<file path="src/rtl/inst_buffer.sv">
// Instruction buffer between fetch and decode: a circular FIFO with show-ahead
// head output, a registered-only full flag, and a flush that empties it in one edge.
module inst_buffer #(
  parameter  int DEPTH = 16,
  localparam int AW    = $clog2(DEPTH),
  localparam int EW    = 67
) (
  input  logic          clk,
  input  logic          resetn,
  input  logic          flush,
  input  logic          ib_write_req,
  input  logic [31:0]   ib_pc,
  input  logic [31:0]   ib_inst,
  input  logic [2:0]    ib_exc,
  output logic          ib_full,
  input  logic          ds_allowin,
  output logic          ib_to_ds_valid,
  output logic [EW-1:0] ib_to_ds_bus,
  output logic [AW:0]   ib_count
);

  logic [EW-1:0] r_mem [DEPTH];
  logic [AW-1:0] r_wptr;
  logic [AW-1:0] r_rptr;
  logic [AW:0]   r_count;

  logic w_push;
  logic w_pop;

  // Full comes from the counter alone so the fetch stage's ready logic never
  // sees a combinational path from ds_allowin.
  assign ib_full        = (r_count == (AW+1)'(DEPTH));
  assign ib_to_ds_valid = (r_count != '0);
  assign ib_to_ds_bus   = r_mem[r_rptr];
  assign ib_count       = r_count;

  assign w_push = ib_write_req && !ib_full && !flush;
  assign w_pop  = ib_to_ds_valid && ds_allowin && !flush;

  always_ff @(posedge clk or negedge resetn) begin
    if (!resetn) begin
      r_wptr  <= '0;
      r_rptr  <= '0;
      r_count <= '0;
      for (int i = 0; i < DEPTH; i++) r_mem[i] <= '0;
    end else if (flush) begin
      // Storage is left stale; valid is gated by the zeroed count.
      r_wptr  <= '0;
      r_rptr  <= '0;
      r_count <= '0;
    end else begin
      if (w_push) begin
        r_mem[r_wptr] <= {ib_exc, ib_pc, ib_inst};
        r_wptr        <= r_wptr + 1'b1;
      end
      if (w_pop) r_rptr <= r_rptr + 1'b1;
      case ({w_push, w_pop})
        2'b10:   r_count <= r_count + 1'b1;
        2'b01:   r_count <= r_count - 1'b1;
        default: r_count <= r_count;
      endcase
    end
  end

endmodule

</file>
<file path="config.mk">
export PLATFORM = sky130hd
export DESIGN_NAME = inst_buffer
export DESIGN_NICKNAME = d
export VERILOG_FILES = /design/src/rtl/inst_buffer.sv
export SDC_FILE = /design/constraint.sdc
export NUM_CORES = 2
export LEC_CHECK = 0
export ABC_AREA = 1
export CORE_UTILIZATION = 55
export CTS_BUF_LIST = sky130_fd_sc_hd__clkbuf_16
export DETAILED_ROUTE_END_ITERATION = 10
export HOLD_SLACK_MARGIN = 0.02
export PLACE_DENSITY_LB_ADDON = 0.3
export SYNTH_ARGS = -nofsm -noshare
export SYNTH_HDL_FRONTEND = slang
export SYNTH_SLANG_ARGS = --single-unit
</file>
<file path="constraint.sdc">
create_clock -name clk -period 2.91 [get_ports clk]
set_input_delay 0.7275 -clock clk [delete_from_list [all_inputs] [get_ports clk]]
set_output_delay 0.7275 -clock clk [all_outputs]
set_load 0.05 [all_outputs]
</file>
==> summary.txt <==
Die
  – Initial Util: 0.557
  – # IOs: 146
  – Die area: 0.0895 mm^2
  – CORE AREA: 0.0872 mm^2
  – Chip width: 299 um
  – Row count: 108
  – Die Ht: 299 um

Setup path
  – Startpoint types: flip-flop
  – Critical Path RT: 2.18 ns
  – Buf/Inv on CP: 5
  – CP Cell Sequence: buf_12 -> clkbuf_16 -> buf_12 -> clkbuf_16 -> o21ai_0 -> o211ai_1 -> nand4_1 -> nand2_2 -> buf_8
  – Crit path capture type: primary output
  – R2r startpoint: ib_count[0]$_DFFE_PN0P_
  – Critical path's top delay family: buffers and inverters
  – Worst Setup SP: r_rptr[0]$_DFFE_PN0P_
  – WS Path Type: flip-flop to primary output
  – Crit Path Max Fanout: 7
  – Arr. time, crit path: 2.67 ns
  – CP max stage delay: 0.54 ns
  – Slowest CP cell: dfrtp_4

Power and ir drop
  – Cell area power density: 916 mW/mm^2
  – Leak: 0.0260 uW
  – Maximum vdd drop: 792 uV

Routing
  – Vias per cell: 6.12
  – Final routed DRC violation total: 0
  – Via Count: 43400
  – Wirelength per Cell: 22.0 um
  – 1st-iter DRT viols: 5525
  – Antenna-violating nets left: 0
  – DRT Pass-1 Iters: 6
  – Routed wire length: 156000 um

Timing
  – Slew HR: 0.463
  – Worst Tran Pin Value: 0.805 ns
  – Hold_ws: 0.479 ns
  – Count of pins over their slew limit: 0
  – Final setup viols: 67
  – Clock skew: 0.0267 ns
  – Fin crit period: 3.40 ns
  – Total Neg Setup Slack: -24.73 ns
  – Fmax: 294 MHz
  – Final Hold Fails: 0
  – Fin crit share: 1.17
  – Setup WS post-layout: -0.490 ns
  – RSZ-0062 raised after global routing: yes

Synthesis
  – Seq/Total Area, Yosys: 0.559
  – Yosys cell types: 30
  – YS warnings: 0
  – Mean Syn Cell Area: 8.48 um^2
  – Area share of the largest cell type after synthesis: 0.559
  – Register bit count reported by yosys: 1085
  – Synthesized Nets: 5809
  – Gate Count Post-Synth: 5728
  – Synth area leaders: dfrtp_1 56%, nand2_1 13%, o21ai_0 8.9%
  – Leading area contributor after synthesis: dfrtp_1
  – Mapped cell area: 0.0486 mm^2

Finish
  – Syn-to-layout area delta: 20.9%
  – Layout cells sized above 1: 0.125
  – Fillers: 6674
  – Diode count: 0
  – Final net count: 5929
  – Utilization after layout: 0.674

Global route
  – Largest net degree at the start of global routing: 111
  – All-Layer GR Usage: 0.315
  – First-pass GRT wire length: 224000 um
  – Overflow after GRT: 0
  – Antenna violations before repair: 0
  – Vias in the first global route: 39800

Hold path
  – Worst Hold Class: flip-flop to flip-flop
  – Hold_sp: r_mem[902]$_DFFE_PN0P_

Placed design
  – RePlAce Congestion: 0.826
  – Dpl hpwl: 77200 um
  – Buffers on Ports: 145

Outcome
  – Failing checks: negative setup slack
  – Outcome: finished, violations left

Clocking
  – Num CTS Buffers: 113
  – Clock sinks: 1085
  – Clk pin slew, worst setup/hold paths: 0.06 ns
  – Max clock buf depth: 3
  – CTS tree: done
  – H-Tree Depth: 3
  – Root buffer cell: clkbuf_16
  – Clock latency on the worst-skew pair: 0.71 ns

Job
  – Max Cap Viol: 0
-- cell families (layout without fill, tap and decap cells) --
logic type	Yosys count	after routing	synth area share
AOI/OAI and AO/OA	1577	1577	0.169
DFF	1085	1085	0.559
adders and majority gates	9	9	0.00247
buffers and inverters	653	869	0.0672
and+or+nand+nor	2402	2402	0.202
xor gates and xnor gates	2	2	0.000361
-- worst min-delay path: cells and delay by family (launching register included) --
family	cells	cell delay [ns]
compound gates	1	0.06
flops	1	0.34
simple gates	1	0.05
-- report_power, final --
part / total, uW / switching, uW / leakage, uW / internal (uW)
Combinational: 21800 / 12800 / 0.00939 / 8970
Sequential: 18100 / 1130 / 0.0148 / 17000
Clock: 13800 / 6180 / 0.00180 / 7660
-- layer usage --
layer,track usage,vias to the layer above,wire length (um)
met5,0,-,0
met4,0.105,0,6170
met3,0.0466,417,15500
met2,0.510,2571,73400
met1,0.437,21100,60800
li1,-,19400,-
-- metrics by stage --
step,power (uW),worst slack (ns),cell area [um^2],instances
2_1_floorplan,28300,0.200,48600,5728
3_3_place_gp,33500,0.126,51600,6728
3_5_place_dp,33800,0.177,51600,6728
4_1_cts,49200,-0.431,56200,6966
5_1_grt,55800,-0.568,58700,7099
6_report,53800,-0.490,58700,7099
-- final timing paths --
path                                           endpoint  slack, ns  depth (start not counted)
max in group asynchronous        r_mem[701]$_DFFE_PN0P_       1.34                          4
min in group asynchronous         r_mem[63]$_DFFE_PN0P_       0.58                          2
worst min-delay path             r_mem[902]$_DFFE_PN0P_       0.48                          2
worst min register to register   r_mem[902]$_DFFE_PN0P_       0.48                          2
worst max-delay path                    ib_to_ds_bus[9]      -0.49                          9
worst max register to register  ib_count[4]$_DFFE_PN0P_       0.57                         15
-- cells in the mapped netlist --
cell and instances:
nand2_2 13, o22ai_1 8, clkbuf_1 275, xor2_1 1, a21oi_1 87, buf_2 82, nand3_1 268, inv_2 6
dfrtp_1 1085, nand2_1 1712, o21ai_1 495, clkinv_1 1, fa_1 1, and2_1 1, o21ai_0 861, xnor2_1 1
buf_6 72, nor2_2 3, o211ai_1 126, nor2_4 3, nand3_4 5, nor2_1 267, nand3_2 1, nand4_1 126
ha_1 8, nand3b_1 1, nor3_1 2, inv_1 150, buf_4 46, buf_1 21
-- timing repair --
action,in CTS,in global routing
gates resized for setup,171,275
hold buffers,1,0
setup buffers,15,76
gates cloned,11,62
hold endpoints to repair,28,0
pin swaps,11,160
setup endpoints to repair,69,67
-- final cells by class --
class / instances / area [um^2] / share of cell area
sequential: 1085 / 27200 / 0.462
multi-input combinational: 3990 / 18800 / 0.319
timing repair buffer: 499 / 7220 / 0.123
clock buffer: 115 / 2880 / 0.0490
tap: 1155 / 1450 / 0.0246
inverter: 157 / 648 / 0.0110
clock inverter: 96 / 606 / 0.0103
timing repair inverter: 2 / 17.5 / 0.000298
-- sequential cells by signal, indices dropped and copies added, names as in the netlist --
register,cells
r_rptr,4
r_wptr,4
ib_count,5
r_mem,1072
-- placed cells by master, fill, tap and decap left out, drive strengths merged, types with 2 or more instances in the layout --
cell / count
o21ai: 1356
bufinv: 7
clkinv: 65
ha: 8
nand2: 1725
dfrtp: 1085
nor2: 273
o211ai: 126
nor3: 2
buf: 378
o22ai: 8
clkdlybuf4s50: 75
nand4: 126
dlygate4sd2: 2
a21oi: 87
nand3: 274
inv: 182
clkbuf: 157
No activity file was read; power rests on OpenSTA's default activity.
